==> src/rtl/xsim_ctl_pkg.sv <==
// Shared types and helpers for the simulation run controller.
package xsim_ctl_pkg;

  typedef enum logic [1:0] {
    HOLD  = 2'd0,
    RUN   = 2'd1,
    DRAIN = 2'd2,
    DONE  = 2'd3
  } state_t;

  localparam int DEF_COUNT_W = 32;

  // Bits needed to hold the values 0 .. n-1; never narrower than one bit.
  function automatic int cnt_width(input int n);
    return (n <= 1) ? 1 : $clog2(n);
  endfunction

endpackage

==> src/rtl/xsim_run_ctrl_if.sv <==
// Run-control bus between the DPI cycle hook (master) and the controller (slave).
interface xsim_run_ctrl_if #(
  parameter int COUNT_W = xsim_ctl_pkg::DEF_COUNT_W
);

  logic                  finish_req;
  logic                  dut_rst_n;
  logic                  running;
  logic                  sim_done;
  logic                  timeout;
  xsim_ctl_pkg::state_t  state;
  logic [COUNT_W-1:0]    cycle_count;

  modport master (
    output finish_req,
    input  dut_rst_n, running, sim_done, timeout, state, cycle_count
  );

  modport slave (
    input  finish_req,
    output dut_rst_n, running, sim_done, timeout, state, cycle_count
  );

endinterface

==> src/rtl/xsim_sat_counter.sv <==
// Up-counter with synchronous clear that sticks at all-ones instead of wrapping.
module xsim_sat_counter #(
  parameter int W = 8
) (
  input  logic         CLK,
  input  logic         RST,
  input  logic         clear,
  input  logic         enable,
  output logic [W-1:0] count
);

  always_ff @(posedge CLK or posedge RST) begin
    if (RST) begin
      count <= '0;
    end else if (clear) begin
      count <= '0;
    end else if (enable && (count != {W{1'b1}})) begin
      count <= count + W'(1);
    end
  end

endmodule

==> src/rtl/xsim_run_ctrl.sv <==
// Simulation run controller: DUT reset release, finish request, drain, sim_done.
// Define XSIMCTL_WATCHDOG_EN to enable the TIMEOUT_CYCLES watchdog.
module xsim_run_ctrl
  import xsim_ctl_pkg::*;
#(
  parameter int RESET_CYCLES   = 20,
  parameter int DRAIN_CYCLES   = 4,
  parameter int COUNT_W        = DEF_COUNT_W,
  parameter int TIMEOUT_CYCLES = 0
) (
  input  logic          CLK,
  input  logic          RST,
  xsim_run_ctrl_if.slave bus
);

  localparam int HOLD_W  = cnt_width(RESET_CYCLES);
  localparam int DRAIN_W = cnt_width(DRAIN_CYCLES);
  localparam logic [HOLD_W-1:0]  HOLD_LAST  = HOLD_W'(RESET_CYCLES - 1);
  localparam logic [DRAIN_W-1:0] DRAIN_LAST = DRAIN_W'(DRAIN_CYCLES - 1);

  if (RESET_CYCLES < 1 || DRAIN_CYCLES < 0 || TIMEOUT_CYCLES < 0) begin : g_param_check
    $error("xsim_run_ctrl: RESET_CYCLES must be >= 1, DRAIN/TIMEOUT_CYCLES >= 0");
  end

  state_t               state;
  logic                 dut_rst_n_q;
  logic                 running_q;
  logic                 sim_done_q;
  logic                 pend;
  logic [HOLD_W-1:0]    hold_cnt;
  logic [DRAIN_W-1:0]   drain_cnt;
  logic [COUNT_W-1:0]   cycle_count;
  logic                 hold_last;
  logic                 drain_last;

  assign hold_last  = (hold_cnt == HOLD_LAST);
  assign drain_last = (drain_cnt == DRAIN_LAST);

  xsim_sat_counter #(.W(HOLD_W)) u_hold_cnt (
    .CLK    (CLK),
    .RST    (RST),
    .clear  (1'b0),
    .enable (state == HOLD),
    .count  (hold_cnt)
  );

  // Cleared every RUN cycle so it always starts at zero on entry to DRAIN.
  xsim_sat_counter #(.W(DRAIN_W)) u_drain_cnt (
    .CLK    (CLK),
    .RST    (RST),
    .clear  (state == RUN),
    .enable (state == DRAIN),
    .count  (drain_cnt)
  );

  xsim_sat_counter #(.W(COUNT_W)) u_cycle_cnt (
    .CLK    (CLK),
    .RST    (RST),
    .clear  (1'b0),
    .enable ((state == RUN) || (state == DRAIN)),
    .count  (cycle_count)
  );

`ifdef XSIMCTL_WATCHDOG_EN
  logic timeout_q;
  logic wdog_hit;

  // Fire on the edge that brings cycle_count to the limit, so the count freezes exactly there.
  assign wdog_hit = (TIMEOUT_CYCLES != 0) && (cycle_count == COUNT_W'(TIMEOUT_CYCLES - 1));
  assign bus.timeout = timeout_q;
`else
  assign bus.timeout = 1'b0;
`endif

  always_ff @(posedge CLK or posedge RST) begin
    if (RST) begin
      state       <= HOLD;
      dut_rst_n_q <= 1'b0;
      running_q   <= 1'b0;
      sim_done_q  <= 1'b0;
      pend        <= 1'b0;
`ifdef XSIMCTL_WATCHDOG_EN
      timeout_q   <= 1'b0;
`endif
    end else begin
      case (state)
        HOLD: begin
          if (bus.finish_req) begin
            pend <= 1'b1;
          end
          if (hold_last) begin
            // A finish seen during reset skips RUN entirely; the DUT never leaves reset.
            if (pend || bus.finish_req) begin
              if (DRAIN_CYCLES == 0) begin
                state      <= DONE;
                sim_done_q <= 1'b1;
              end else begin
                state <= DRAIN;
              end
            end else begin
              state       <= RUN;
              running_q   <= 1'b1;
              dut_rst_n_q <= 1'b1;
            end
          end
        end
        RUN: begin
`ifdef XSIMCTL_WATCHDOG_EN
          if (wdog_hit) begin
            state      <= DONE;
            running_q  <= 1'b0;
            sim_done_q <= 1'b1;
            timeout_q  <= 1'b1;
          end else
`endif
          if (bus.finish_req) begin
            running_q <= 1'b0;
            if (DRAIN_CYCLES == 0) begin
              state      <= DONE;
              sim_done_q <= 1'b1;
            end else begin
              state <= DRAIN;
            end
          end
        end
        DRAIN: begin
          if (drain_last) begin
            state      <= DONE;
            sim_done_q <= 1'b1;
          end
        end
        DONE: begin
        end
        default: begin
          state <= HOLD;
        end
      endcase
    end
  end

  assign bus.state       = state;
  assign bus.dut_rst_n   = dut_rst_n_q;
  assign bus.running     = running_q;
  assign bus.sim_done    = sim_done_q;
  assign bus.cycle_count = cycle_count;

endmodule

==> src/flat_wrapper.sv <==
// flat-port wrapper written by rule: the top's interface ports become plain ports
module xsim_run_ctrl_flat import xsim_ctl_pkg::*;
#(
  parameter int RESET_CYCLES   = 20,
  parameter int DRAIN_CYCLES   = 4,
  parameter int COUNT_W        = DEF_COUNT_W,
  parameter int TIMEOUT_CYCLES = 0
)
  (CLK, RST, bus_finish_req, bus_dut_rst_n, bus_running, bus_sim_done, bus_timeout, bus_state, bus_cycle_count);
  xsim_run_ctrl_if #(.COUNT_W(COUNT_W)) bus_i ();
  input  logic CLK;
  input  logic RST;
  input wire logic [$bits(bus_i.finish_req)-1:0] bus_finish_req;
  output wire logic [$bits(bus_i.dut_rst_n)-1:0] bus_dut_rst_n;
  output wire logic [$bits(bus_i.running)-1:0] bus_running;
  output wire logic [$bits(bus_i.sim_done)-1:0] bus_sim_done;
  output wire logic [$bits(bus_i.timeout)-1:0] bus_timeout;
  output wire logic [$bits(bus_i.state)-1:0] bus_state;
  output wire logic [$bits(bus_i.cycle_count)-1:0] bus_cycle_count;
  assign bus_i.finish_req = bus_finish_req;
  assign bus_dut_rst_n = bus_i.dut_rst_n;
  assign bus_running = bus_i.running;
  assign bus_sim_done = bus_i.sim_done;
  assign bus_timeout = bus_i.timeout;
  assign bus_state = bus_i.state;
  assign bus_cycle_count = bus_i.cycle_count;
  xsim_run_ctrl #(.RESET_CYCLES(RESET_CYCLES), .DRAIN_CYCLES(DRAIN_CYCLES), .COUNT_W(COUNT_W), .TIMEOUT_CYCLES(TIMEOUT_CYCLES)) u_core (.CLK(CLK), .RST(RST), .bus(bus_i));
endmodule
==> config.mk <==
export PLATFORM = sky130hd
export DESIGN_NAME = xsim_run_ctrl_flat
export DESIGN_NICKNAME = d
export VERILOG_FILES = /design/src/rtl/xsim_ctl_pkg.sv /design/src/rtl/xsim_run_ctrl_if.sv /design/src/rtl/xsim_sat_counter.sv /design/src/rtl/xsim_run_ctrl.sv /design/src/flat_wrapper.sv
export SDC_FILE = /design/constraint.sdc
export NUM_CORES = 1
export LEC_CHECK = 0
export BUFFER_PORTS_ARGS = -buffer_cell sky130_fd_sc_hd__buf_2
export CORE_MARGIN = 8
export CORE_UTILIZATION = 55
export DETAILED_ROUTE_END_ITERATION = 6
export PLACE_DENSITY_LB_ADDON = 0.08
export RECOVER_POWER = 25
export SYNTH_ARGS = -nofsm -noshare
export SYNTH_HDL_FRONTEND = slang
export SYNTH_SLANG_ARGS = --single-unit
==> constraint.sdc <==
create_clock -name CLK -period 2.15 [get_ports CLK]
set_clock_uncertainty 0.1 [all_clocks]
set_input_delay 0.215 -clock CLK [delete_from_list [all_inputs] [get_ports CLK]]
set_output_delay 0.215 -clock CLK [all_outputs]
set_load 0.05 [all_outputs]
==> key figures <==
Status
  – Outcome: finished, final reports clean

Final layout
  – Area of the multi-input gates: roughly 1100 um2
  – Final core utilization: 0.679
  – Share of cells above drive strength 1: 0.286
  – ANT cells: 0
  – Total of fill cells in the finished design: roughly 320
  – Area Growth Syn to Fin: 20.9%
  – Fin nets: approximately 280
  – Reg area: around 1100 um2

Worst setup path
  – CP Class: reg2reg
  – CP max FO: 5
  – Worst reg2reg path depth: 8
  – Crit path capture type: register
  – Nature of the critical path startpoint: register
  – Worst Path Arrival: ~2.2 ns
  – CP required: between 2 and 2.5 ns

Clocking
  – CTS root buf: clkbuf_8
  – Clk_lat worst skew: roughly 0.30 ns
  – Num CTS Buffers: 5
  – Maximum clock path buffer count: 2
  – PostCTS Resize Cnt: 0
  – Max H-tree Level: 2
  – Clock slew at reported path FFs: ~0.08 ns
  – CTS tree: done
  – CTS sink count: 45

Worst hold path
  – Hold path depth: 2
  – Worst Hold Class: in2reg

Power and ir drop
  – Comb power frac: 0.392
  – Lkg Pwr: 1.25 nW
  – Internal power: ~1.6 mW
  – Part of the power in registers: 0.427
  – Total Power: ~2.7 mW
  – PD cells: approximately 1000 nW/um2
  – NetSw: around 1.1 mW
  – Clock power share: 0.181
  – Switching portion of total power: 0.417
  – Peak VDD IR: approximately 960 uV

Synth
  – Commonest cells in the netlist: dfrtp_1 (45), xnor2_1 (27), nand2_1 (19)
  – Sequential share of the synthesized area: 0.508
  – Top cell type's share of synthesized area: 0.508
  – Library cells used by synthesis: 37
  – Syn Area/Cell: 10.8 um2
  – Area of the mapped netlist: between 2000 and 2500 um2
  – Post-synth top flop: dfrtp_1
  – Top post-synthesis cells by area: dfrtp_1 (51%), xnor2_1 (11%), nand4_1 (4.8%), ha_1 (4.5%), nand2_1 (3.2%)
  – Synth Register Bits: 45
  – Area leader, netlist: dfrtp_1
  – Top-count cell post-synth: dfrtp_1
  – Syn nets: about 220
  – Yosys Warn Count: 0
  – FFs w/ async S/R, synth: 1.00
  – Post-synth EDFFs: 0
  – Mapped Cells: between 200 and 250

Timing
  – PnR worst setup slack: slightly above 0.08 ns
  – Unrepaired setup endpoints after global routing: yes
  – Fin. Hold Viols: 0
  – TNS Setup: 0 ns
  – Final setup vio count: 0
  – Crit share post-route: 0.963
  – Hold WS: ~0.074 ns
  – Post-layout min period: ~2.1 ns
  – Slew margin rel.: 0.476
  – Max Slew Vio Count: 0
  – Worst Max-Slew Pin Slew: about 0.78 ns
  – Fmax: between 400 and 500 MHz

GRT
  – Vias in the first global route: around 1800
  – Gr ovfl total: 0
  – Largest net degree at the start of global routing: 25
  – Initial antenna violation count: 0
  – Gr usage total: 0.166
  – First-pass GRT wire length: 8.42 mm

Floorplanning
  – Die area: 6310 um2
  – Die W: between 70 and 80 um
  – Initial Util: 0.562
  – Core ar.: just under 4000 um2
  – # rows: 23
  – Die H: ~79 um
  – I/O Pins: 41

Flow run
  – Number of max-cap violations: 0

Routing
  – TritonRoute pass-1 iters: 4
  – Detailed Route WL: 4.90 mm
  – Vias/cell: approximately 5.5
  – Drt drc: 0
  – Vias: approximately 1700
  – First-iteration detailed-routing DRC count: 95
  – WL/cell: 15.5 um
  – Antenna viol nets, final: 0

Placed design
  – Detailed Place HPWL: about 3.6 mm
  – DP Worst Slack: approximately 0.1 ns
  – GP Congestion: 0.785
  – Number of I/O port buffers: 39
[sequential cells by signal, summed over array words and instances, names as in the netlist]
name / count
u_core.u_drain_cnt.count: 2
u_core.u_hold_cnt.count: 5
u_core.u_cycle_cnt.count: 32
u_core.bus.sim_done: 1
u_core.bus.state: 2
u_core.bus.dut_rst_n: 1
u_core.bus.running: 1
u_core.pend: 1
[layout by cell type (no fill, tap or decap), types with 2 or more instances in the layout]
cell / n
buf_4: 13
a31oi_1: 2
buf_2: 36
nor3_2: 3
clkinv_2: 2
clkbuf_8: 5
nor2_1: 12
dfrtp_1: 38
and3_1: 5
a21o_1: 2
nand2_1: 19
nor4b_1: 2
nor2b_1: 2
nor3_1: 5
xnor2_1: 27
clkbuf_1: 4
and4_1: 3
mux2_2: 3
ha_1: 8
dfrtp_2: 7
xor2_1: 5
inv_1: 5
nand3_1: 14
nand4_1: 17
and2_1: 2
o21ai_0: 3
a21oi_1: 4
[worst max-delay path, stage by stage (launching register included)]
cell	delay, ns
dfrtp_2	0.41
inv_1	0.07
ha_1	0.32
nand3_1	0.13
nor3_2	0.23
a21boi_4	0.26
buf_4	0.15
and3_1	0.17
xor2_1	0.14
[power by group through the flow]
stage	sequential, mW	combinational [mW]	clock (mW)
finish	1.17	1.08	0.497
global route	1.20	1.18	0.544
CTS	1.17	1.10	0.512
detailed placement	1.19	1.09	0
global placement	1.18	1.06	0
floorplan	1.48	0.500	0
[metal layers]
metal / vias up / share of wire / GRT usage
li1: 850 / - / -
met1: 825 / 0.45 / 0.205
met2: 47 / 0.47 / 0.269
met3: 8 / 0.065 / 0.0462
met4: 0 / 0.012 / 0.0648
met5: - / 0 / 0
[stage by stage]
step	cell area, um2	instances
6_report	2680	316
5_1_grt	2680	316
4_1_cts	2680	314
3_5_place_dp	2590	305
3_3_place_gp	2590	305
2_1_floorplan	2250	206
[cell type report]
cell class / instances / area share
clock buffers: 6 / 0.0271
multi-input cells: 153 / 0.400
well taps: 50 / 0.0234
inverters: 6 / 0.00841
flip-flops and latches: 45 / 0.424
clock inverters: 2 / 0.00374
repair buffers: 54 / 0.114
[worst paths after layout]
path	to	slack, ns	startpoint
worst max-delay path	u_core.u_cycle_cnt.count[10]$_DFFE_PP0P_	0.08	u_core.bus.state[0]$_DFFE_PP0P_
worst min-delay path	u_core.bus.running$_DFFE_PP0P_	0.07	bus_finish_req
worst max register to register	u_core.u_cycle_cnt.count[10]$_DFFE_PP0P_	0.08	u_core.bus.state[0]$_DFFE_PP0P_
worst min register to register	u_core.bus.sim_done$_DFFE_PP0P_	0.36	u_core.bus.sim_done$_DFFE_PP0P_
max in group asynchronous	u_core.u_cycle_cnt.count[8]$_DFFE_PP0P_	0.51	RST
min in group asynchronous	u_core.bus.dut_rst_n$_DFFE_PP0P_	0.40	RST
[cell families (layout without fill, tap and decap cells)]
group / count (synthesis) / after routing / share of synthesized area
other cells: 1 / 1 / 0.00169
flops: 45 / 45 / 0.508
mux: 4 / 4 / 0.0198
simple gates: 91 / 91 / 0.227
fa+ha+maj: 8 / 8 / 0.0452
compound gates: 17 / 17 / 0.0531
xor+xnor: 32 / 32 / 0.127
buf+inv: 8 / 68 / 0.0186
[what timing repair did]
item,CTS,global route
endpoints found under the hold margin,21,0
buffers inserted,0,2
setup endpoints to repair,0,7
hold buffers,1,0
No activity file was read; power rests on OpenSTA's default activity.
